File: config.mk
export PLATFORM = sky130hd
export DESIGN_NAME = loop_counter_2d_flat
export DESIGN_NICKNAME = d
export VERILOG_FILES = /design/src/rtl/loop_counter_2d_if.sv /design/src/rtl/loop_counter_2d.sv /design/src/flat_wrapper.sv
export SDC_FILE = /design/constraint.sdc
export NUM_CORES = 1
export LEC_CHECK = 0
export ABC_AREA = 1
export CAP_MARGIN = 20
export CORE_MARGIN = 8
export CORE_UTILIZATION = 54
export DETAILED_ROUTE_END_ITERATION = 8
export PLACE_DENSITY_LB_ADDON = 0.1
export SYNTH_ARGS = -nofsm -noshare
export SYNTH_HDL_FRONTEND = slang
export SYNTH_SLANG_ARGS = --single-unit
File: constraint.sdc
create_clock -name clk -period 2.75 [get_ports clk]
set_clock_uncertainty 0.05 [all_clocks]
set_input_delay 0.275 -clock clk [delete_from_list [all_inputs] [get_ports clk]]
set_output_delay 0.275 -clock clk [all_outputs]
set_load 0.005 [all_outputs]
File: src/rtl/loop_counter_2d_if.sv
// Control and status bundle for the two-level iteration counter.
interface loop_counter_2d_if #(
  parameter int unsigned IN_W  = 5,
  parameter int unsigned OUT_W = 8
);
  logic             start;
  logic             clear;
  logic             enable;
  logic [IN_W-1:0]  inner_max;
  logic [OUT_W-1:0] outer_max;
  logic [IN_W-1:0]  inner_cnt;
  logic [OUT_W-1:0] outer_cnt;
  logic             busy;
  logic             inner_wrap;
  logic             done;
  logic             final_filter;

  modport master (
    output start, clear, enable, inner_max, outer_max,
    input  inner_cnt, outer_cnt, busy, inner_wrap, done, final_filter
  );

  modport slave (
    input  start, clear, enable, inner_max, outer_max,
    output inner_cnt, outer_cnt, busy, inner_wrap, done, final_filter
  );
endinterface

File: src/rtl/loop_counter_2d.sv
// Two-level iteration counter: inner 0..inner_lim nested in outer 0..outer_lim,
// limits latched on start, stepping on enable, with wrap/done pulses and a
// sticky final_filter flag. All outputs are registered.
module loop_counter_2d #(
  parameter int unsigned IN_W  = 5,
  parameter int unsigned OUT_W = 8
) (
  input  logic               clk,
  input  logic               reset,
  loop_counter_2d_if.slave   bus
);

  typedef enum logic {
    IDLE = 1'b0,
    RUN  = 1'b1
  } state_t;

  state_t           state_q, state_d;
  logic [IN_W-1:0]  inner_q, inner_d;
  logic [OUT_W-1:0] outer_q, outer_d;
  logic [IN_W-1:0]  inner_lim_q, inner_lim_d;
  logic [OUT_W-1:0] outer_lim_q, outer_lim_d;
  logic             busy_q, busy_d;
  logic             wrap_q, wrap_d;
  logic             done_q, done_d;
  logic             ff_q, ff_d;

  // State and output registers; async active-low reset clears everything.
  always_ff @(posedge clk or negedge reset) begin
    if (!reset) begin
      state_q     <= IDLE;
      inner_q     <= '0;
      outer_q     <= '0;
      inner_lim_q <= '0;
      outer_lim_q <= '0;
      busy_q      <= 1'b0;
      wrap_q      <= 1'b0;
      done_q      <= 1'b0;
      ff_q        <= 1'b0;
    end else begin
      state_q     <= state_d;
      inner_q     <= inner_d;
      outer_q     <= outer_d;
      inner_lim_q <= inner_lim_d;
      outer_lim_q <= outer_lim_d;
      busy_q      <= busy_d;
      wrap_q      <= wrap_d;
      done_q      <= done_d;
      ff_q        <= ff_d;
    end
  end

  // Next-state logic with priority clear > start > enable.
  always_comb begin
    state_d     = state_q;
    inner_d     = inner_q;
    outer_d     = outer_q;
    inner_lim_d = inner_lim_q;
    outer_lim_d = outer_lim_q;
    busy_d      = busy_q;
    wrap_d      = 1'b0;
    done_d      = 1'b0;
    ff_d        = ff_q;

    if (bus.clear) begin
      state_d = IDLE;
      inner_d = '0;
      outer_d = '0;
      busy_d  = 1'b0;
      ff_d    = 1'b0;
    end else begin
      unique case (state_q)
        IDLE: begin
          if (bus.start) begin
            inner_lim_d = bus.inner_max;
            outer_lim_d = bus.outer_max;
            inner_d     = '0;
            outer_d     = '0;
            ff_d        = 1'b0;
            busy_d      = 1'b1;
            state_d     = RUN;
          end
        end
        RUN: begin
          if (bus.enable) begin
            if (inner_q != inner_lim_q) begin
              inner_d = inner_q + IN_W'(1);
            end else begin
              inner_d = '0;
              wrap_d  = 1'b1;
              if (outer_q != outer_lim_q) begin
                outer_d = outer_q + OUT_W'(1);
              end else begin
                outer_d = '0;
                done_d  = 1'b1;
                ff_d    = 1'b1;
                busy_d  = 1'b0;
                state_d = IDLE;
              end
            end
          end
        end
        default: state_d = IDLE;
      endcase
    end
  end

  assign bus.inner_cnt    = inner_q;
  assign bus.outer_cnt    = outer_q;
  assign bus.busy         = busy_q;
  assign bus.inner_wrap   = wrap_q;
  assign bus.done         = done_q;
  assign bus.final_filter = ff_q;

endmodule

File: src/flat_wrapper.sv
// flat-port wrapper written by rule: the top's interface ports become plain ports
module loop_counter_2d_flat 
#(
  parameter int unsigned IN_W  = 5,
  parameter int unsigned OUT_W = 8
)
  (clk, reset, bus_start, bus_clear, bus_enable, bus_inner_max, bus_outer_max, bus_inner_cnt, bus_outer_cnt, bus_busy, bus_inner_wrap, bus_done, bus_final_filter);
  loop_counter_2d_if #(.IN_W(IN_W), .OUT_W(OUT_W)) bus_i ();
  input  logic clk;
  input  logic reset;
  input wire logic [$bits(bus_i.start)-1:0] bus_start;
  input wire logic [$bits(bus_i.clear)-1:0] bus_clear;
  input wire logic [$bits(bus_i.enable)-1:0] bus_enable;
  input wire logic [$bits(bus_i.inner_max)-1:0] bus_inner_max;
  input wire logic [$bits(bus_i.outer_max)-1:0] bus_outer_max;
  output wire logic [$bits(bus_i.inner_cnt)-1:0] bus_inner_cnt;
  output wire logic [$bits(bus_i.outer_cnt)-1:0] bus_outer_cnt;
  output wire logic [$bits(bus_i.busy)-1:0] bus_busy;
  output wire logic [$bits(bus_i.inner_wrap)-1:0] bus_inner_wrap;
  output wire logic [$bits(bus_i.done)-1:0] bus_done;
  output wire logic [$bits(bus_i.final_filter)-1:0] bus_final_filter;
  assign bus_i.start = bus_start;
  assign bus_i.clear = bus_clear;
  assign bus_i.enable = bus_enable;
  assign bus_i.inner_max = bus_inner_max;
  assign bus_i.outer_max = bus_outer_max;
  assign bus_inner_cnt = bus_i.inner_cnt;
  assign bus_outer_cnt = bus_i.outer_cnt;
  assign bus_busy = bus_i.busy;
  assign bus_inner_wrap = bus_i.inner_wrap;
  assign bus_done = bus_i.done;
  assign bus_final_filter = bus_i.final_filter;
  loop_counter_2d #(.IN_W(IN_W), .OUT_W(OUT_W)) u_core (.clk(clk), .reset(reset), .bus(bus_i));
endmodule
==> results of run 1 <==
## registers in the layout (all words and copies together) (netlist names)
name,cells
u_core.bus.outer_cnt,8
u_core.bus.inner_cnt,5
u_core.inner_lim_q,5
u_core.bus.final_filter,1
u_core.bus.inner_wrap,1
u_core.state_q,1
u_core.bus.done,1
u_core.outer_lim_q,8
u_core.bus.busy,1
## placed cells by master, fill, tap and decap left out
| master | Yosys | layout |
|---|---|---|
| nand2_1 | 60 | 60 |
| nand4_1 | 9 | 9 |
| nand3_2 | 1 | 1 |
| clkbuf_4 | 0 | 5 |
| buf_4 | 2 | 1 |
| inv_2 | 3 | 3 |
| nand2_2 | 2 | 2 |
| clkdlybuf4s50_1 | 0 | 34 |
| o21ai_2 | 2 | 2 |
| o21ai_0 | 4 | 4 |
| clkinv_2 | 0 | 1 |
| nor2_4 | 1 | 1 |
| a21oi_2 | 1 | 1 |
| nor2_1 | 26 | 26 |
| nand3_1 | 10 | 10 |
| xor2_1 | 4 | 4 |
| xnor2_1 | 4 | 4 |
| nand2_4 | 1 | 1 |
| nand3b_1 | 1 | 1 |
| dfrtp_1 | 31 | 31 |
| a21oi_1 | 10 | 10 |
| mux2_2 | 4 | 4 |
| nor3_1 | 3 | 3 |
| clkbuf_8 | 0 | 1 |
| inv_1 | 27 | 27 |
| o21ai_1 | 6 | 6 |
| ha_1 | 2 | 2 |
## power by group through the flow
stage                     combinational (mW)  sequential (mW)  clock [mW]
after global placement                 0.173            0.529           0
after global routing                   0.200            0.526       0.300
final                                  0.176            0.520       0.272
after detailed placement               0.178            0.529           0
after CTS                              0.178            0.521       0.282
after floorplan                        0.116            0.523           0
## metrics by stage
step	util, %	cells
3_3_place_gp	67.9	291
3_5_place_dp	67.9	291
6_report	69.7	298
2_1_floorplan	-	217
5_1_grt	69.7	298
4_1_cts	69.7	298
## how the worst min path moves through the flow
stage / end / startpoint / cells after the start
floorplan: u_core.bus.busy$_DFFE_PN0P_ / reset / 0
global placement: u_core.bus.busy$_DFFE_PN0P_ / u_core.bus.busy$_DFFE_PN0P_ / 2
detailed placement: u_core.bus.busy$_DFFE_PN0P_ / u_core.bus.busy$_DFFE_PN0P_ / 2
CTS: u_core.bus.inner_cnt[1]$_DFFE_PN0P_ / reset / 2
global route: u_core.bus.done$_DFF_PN0_ / reset / 2
finish: u_core.bus.final_filter$_DFFE_PN0P_ / reset / 2
## Yosys cell counts
cell | count | area (sq um)
a21oi_1 | 10 | 50.1
inv_1 | 27 | 101
nand3b_1 | 1 | 7.51
buf_6 | 2 | 22.5
nand3_1 | 10 | 50.1
a21oi_2 | 1 | 8.76
nand4_1 | 9 | 56.3
mux2_2 | 4 | 45.0
nor3_1 | 3 | 15.0
o21ai_0 | 4 | 20.0
o21ai_1 | 6 | 30.0
nand2_2 | 2 | 12.5
nand2_4 | 1 | 11.3
ha_1 | 2 | 25.0
xnor2_1 | 4 | 35.0
buf_4 | 2 | 15.0
buf_2 | 1 | 5.00
nand3_2 | 1 | 10.0
inv_2 | 3 | 11.3
nand2_1 | 60 | 225
nor2_1 | 26 | 97.6
o21ai_2 | 2 | 17.5
xor2_1 | 4 | 35.0
dfrtp_1 | 31 | 776
nor2_4 | 1 | 11.3
## logic make-up (layout without fill, tap and decap cells)
family                   after synthesis  in the layout  share of synthesized area, %
XOR/XNOR                               8              8                          4.14
buffers and inverters                 35             72                          9.16
AND/OR/NAND/NOR                      114            114                          29.3
adder cells (fa/ha/maj)                2              2                          1.48
multiplexers                           4              4                          2.66
flip-flops                            31             31                          45.8
AO/OA/AOI/OAI                         23             23                          7.46
## layer usage
| metal | vias up | track usage (%) | routed length [um] |
|---|---|---|---|
| met4 | 0 | 8.39 | 94 |
| met3 | 9 | 3.44 | 140 |
| met5 | - | 0 | 0 |
| met1 | 671 | 17.5 | 1590 |
| met2 | 34 | 25.3 | 1800 |
| li1 | 759 | - | - |
## cell type report
class / instances / share of cell area (%)
well taps: 44 / 2.61
multi-input cells: 151 / 36.2
clock inverters: 1 / 0.237
flip-flops and latches: 31 / 36.8
clock buffers: 6 / 2.43
inverters: 30 / 5.33
repair buffers: 35 / 16.5
==> metrics.md, run 1 <==
| Metric | Value |
|---|---|
| Hold Buf Count CTS | 0 |
| Std cell rows | 20 |
| Starting Density | 56.0% |
| TritonCTS clock tree | yes |
| Final Setup Violations | 0 |
| Sink Count | 31 |
| Dpl hpwl | 2.67 mm |
| Post-Place Setup Slack | 0.799 ns |
| Die ar. | 5190 sq um |
| R2r worst-path depth | 8 |
| Tot Pwr | 0.968 mW |
| Least-Margin Pin Slew | 0.474 ns |
| Cell family with most CP delay | buffers and inverters |
| Synth Register Bits | 31 |
| Sequential share of power | 53.8% |
| DRC Markers | 0 |
| Count of yosys warnings during synthesis | 0 |
| Setup crit start kind | flop |
| DR iter-0 viols | 120 |
| Switching component of the power | 0.273 mW |
| Routability congestion estimate | 0.828 |
| Crit. Startpoint | u_core.bus.outer_cnt[2]$_DFFE_PN0P_ |
| Cell-internal power | 0.695 mW |
| First-pass GRT wire length | 6.24 mm |
| Cell Area, Synth | 1690 sq um |
| Final-report hold violation count | 0 |
| Final antenna-violating net count | 0 |
| Root Driver | clkbuf_4 |
| Top fanout value on the critical path | 7 |
| Reg-to-Reg Start | u_core.bus.outer_cnt[3]$_DFFE_PN0P_ |
| Slew Limit Headroom | 68.4% |
| Crit path to | bus_outer_cnt[2] |
| Crit end category | output pin |
| Crit path time final | 1.68 ns |
| Antenna cell count | 0 |
| Leak | 0.997 nW |
| Gate Count Post-Synth | 217 |
| Synthesized area per cell | 7.81 sq um |
| IO Count | 35 |
| Clock transition at path regs | 0.10 ns |
| GRT Residual Overflow | 0 |
| Net count, final | 274 |
| Placed instance area | 2050 sq um |
| Die Ht | 72.0 um |
| Post-CTS setup buffer count | 0 |
| Hold crit path type | primary input to asynchronous set/reset pin |
| Routed length per placed instance | 12.2 um |
| H-Tree Level Count | 2 |
| Post-route cell area | 2110 sq um |
| CP Cell Sequence | clkdlybuf4s50_1 |
| Period utilisation layout | 61.2% |
| Clk buf depth | 2 |
| Vias | 1473 |
| Synthesized net count | 237 |
| CTS Buf Count | 5 |
| Peak per-stage delay on the critical path | 0.55 ns |
| Outcome | complete, no violations |
| Setup TNS | 0 ns |
| CTS-repair resized insts | 0 |
| Sw frac | 28.2% |
| Core region area | 3030 sq um |
| WP data arrival | 1.36 ns |
| Minimum setup slack among reg-to-reg paths | 1.07 ns |
| Chip Width | 72.0 um |
| WHS | 0.278 ns |
| Multi-input logic area | 763 sq um |
| First-pass DRT Iterations | 4 |
| Max cap viols | 0 |
| Clk pwr share | 28.1% |
| Layout area overhead | 24.6% |
| Final worst slack | 1.07 ns |
| Power Density | 459 nW/um^2 |
| DRT Wirelength | 3.63 mm |
| RSZ-0062 raised after global routing | false |
| Number of antenna violations at the first check in global routing | 0 |
| Fillers | 249 |
| Logic pwr share | 18.1% |
| Share of layout cells above drive strength 1 | 9.06% |
| Clk_lat worst skew | 0.33 ns |
| Port bufs | 34 |
| Worst r2r dst | u_core.bus.busy$_DFFE_PN0P_ |
| Total GRT Usage | 15.2% |
| Worst EP required | 2.42 ns |
| Slew Limit Fails | 0 |
| Crit path kind | flop to output pin |
| DR vias/cell | 4.94 |
| Peak supply drop | 375 uV |
| Seq/Total Area, Yosys | 45.8% |
| Number of global-route vias before repair | 1392 |
| Pin count of the biggest net entering global routing | 32 |
| Buf+Inv Stages, Crit Path | 1 |
| CP Depth | 1 |
| CP max-delay cell | clkdlybuf4s50_1 |
| Max Fclk | 595 MHz |
| Distinct cells, synth | 25 |
| Storage element area | 776 sq um |
Note: power is estimated with default switching activity, not from simulation.
==> inputs of run 2 (changes only) <==
--- a/config.mk
+++ b/config.mk
@@ -8,7 +8,7 @@
 export ABC_AREA = 1
 export CAP_MARGIN = 20
 export CORE_MARGIN = 8
-export CORE_UTILIZATION = 54
+export CORE_UTILIZATION = 51
 export DETAILED_ROUTE_END_ITERATION = 8
 export PLACE_DENSITY_LB_ADDON = 0.1
 export SYNTH_ARGS = -nofsm -noshare
==> constraint.sdc (replaced) <==
create_clock -name clk -period 1.7 [get_ports clk]
set_clock_uncertainty 0.05 [all_clocks]
set_input_delay 0.17 -clock clk [delete_from_list [all_inputs] [get_ports clk]]
set_output_delay 0.17 -clock clk [all_outputs]
set_load 0.005 [all_outputs]
==> metrics.md, run 2 (synthesized netlist as in run 1, its figures left out) <==
| Metric | Value |
|---|---|
| Outcome | complete, no violations |
| Die ar. | 5420 sq um |
| Layout area overhead | 27.7% |
| DRC Markers | 0 |
| Routed length per placed instance | 12.1 um |
| Net count, final | 279 |
| Routability congestion estimate | 0.839 |
| CTS Buf Count | 5 |
| R2r worst-path depth | 6 |
| Leak | 1.03 nW |
| DR iter-0 viols | 117 |
| Worst r2r dst | u_core.bus.inner_cnt[4]$_DFFE_PN0P_ |
| Sink Count | 31 |
| Total GRT Usage | 15.5% |
| Final antenna-violating net count | 0 |
| Setup crit start kind | flop |
| CTS-repair resized insts | 0 |
| Hold crit path type | primary input to asynchronous set/reset pin |
| DR vias/cell | 4.89 |
| Root Driver | clkbuf_4 |
| DRT Wirelength | 3.70 mm |
| WP data arrival | 1.40 ns |
| Peak supply drop | 522 uV |
| Antenna cell count | 0 |
| Top fanout value on the critical path | 6 |
| Clk buf depth | 2 |
| Leading cell types in the layout, fill and taps excluded | 60 x nand2_1, 34 x clkdlybuf4s50_1, 31 x dfrtp_1 |
| Crit path kind | flop to output pin |
| Crit path time final | 1.62 ns |
| Port bufs | 34 |
| Period utilisation layout | 95.1% |
| Max Fclk | 619 MHz |
| Number of global-route vias before repair | 1514 |
| Dpl hpwl | 2.78 mm |
| Fillers | 290 |
| Pin count of the biggest net entering global routing | 32 |
| H-Tree Level Count | 2 |
| First-pass DRT Iterations | 4 |
| WHS | 0.165 ns |
| Commonest non-fill, non-tap cell in the layout | nand2_1 |
| Worst EP required | 1.48 ns |
| Vias | 1495 |
| Buf+Inv Stages, Crit Path | 1 |
| Clock transition at path regs | 0.10 ns |
| RSZ-0062 raised after global routing | false |
| Least-Margin Pin Slew | 0.392 ns |
| Minimum setup slack among reg-to-reg paths | 0.20 ns |
| Crit end category | output pin |
| Number of antenna violations at the first check in global routing | 0 |
| Peak per-stage delay on the critical path | 0.56 ns |
| Share of layout cells above drive strength 1 | 10.8% |
| IO Count | 35 |
| Core region area | 3260 sq um |
| Die Ht | 73.6 um |
| Std cell rows | 21 |
| Starting Density | 52.0% |
| Final-report hold violation count | 0 |
| Final worst slack | 0.0834 ns |
| Slew Limit Headroom | 73.8% |
| Setup TNS | 0 ns |
| Hold Buf Count CTS | 0 |
| Chip Width | 73.6 um |
| TritonCTS clock tree | yes |
| Cell family with most CP delay | buffers and inverters |
| Power Density | 749 nW/um^2 |
| CP Cell Sequence | clkdlybuf4s50_1 |
| CP max-delay cell | clkdlybuf4s50_1 |
| Post-CTS setup buffer count | 0 |
| GRT Residual Overflow | 0 |
| Clk_lat worst skew | 0.33 ns |
| Reg-to-Reg Start | u_core.state_q$_DFF_PN0_ |
| Slew Limit Fails | 0 |
| Max cap viols | 0 |
| Final Setup Violations | 0 |
| Post-Place Setup Slack | 0.131 ns |
| First-pass GRT wire length | 6.58 mm |
run 2: cell count changes in the layout (fill, tap and decap cells not counted), sizes merged:
cell / delta
buf: +5
clkbuf: +2
clkinv: -1
run 2: metal layers:
metal	global-route usage [%]	share of wire (%)
met2	25.8	48
met1	17.9	43
met3	4.50	5.9
met4	6.65	2.9
met5	0	0
run 2: worst max-delay path by stage:
stage,end,cells after the start,slack (ns),startpoint
5_1_grt,u_core.bus.final_filter$_DFFE_PN0P_,10,0.02,u_core.bus.outer_cnt[0]$_DFFE_PN0P_
6_report,bus_inner_cnt[2],1,0.08,u_core.bus.inner_cnt[2]$_DFFE_PN0P_
3_5_place_dp,u_core.outer_lim_q[0]$_DFFE_PN0P_,6,0.13,bus_clear
3_3_place_gp,u_core.outer_lim_q[5]$_DFFE_PN0P_,6,0.18,bus_clear
4_1_cts,bus_inner_cnt[2],1,0.06,u_core.bus.inner_cnt[2]$_DFFE_PN0P_
2_1_floorplan,u_core.bus.outer_cnt[1]$_DFFE_PN0P_,9,0.35,u_core.bus.inner_cnt[0]$_DFFE_PN0P_
run 2: power breakdown:
part,switching [mW],internal (mW)
Sequential,0.0457,0.800
Combinational,0.149,0.134
Clock,0.249,0.243
Total,0.444,1.18
run 2: cell type report:
class	instances	area, sq um	share of cell area (%)
repair buffers	40	385	17.8
multi-input cells	151	763	35.3
clock buffers	8	68.8	3.18
inverters	30	113	5.21
flip-flops and latches	31	776	35.9
well taps	46	57.6	2.66
run 2: worst register-to-register path: cells and delay by family (launching register included):
family,cells,cell delay (ns)
buffers and inverters,2,0.22
flip-flops,1,0.52
AND/OR/NAND/NOR,3,0.49
AO/OA/AOI/OAI,1,0.14
run 2: per-stage QoR:
stage	instance area, sq um	cells	util [%]	power [mW]
after floorplan	1690	217	-	1.03
after global placement	2090	298	64.3	1.14
after detailed placement	2090	298	64.3	1.15
after CTS	2160	306	66.4	1.64
after global routing	2160	306	66.4	1.72
final	2160	306	66.4	1.62
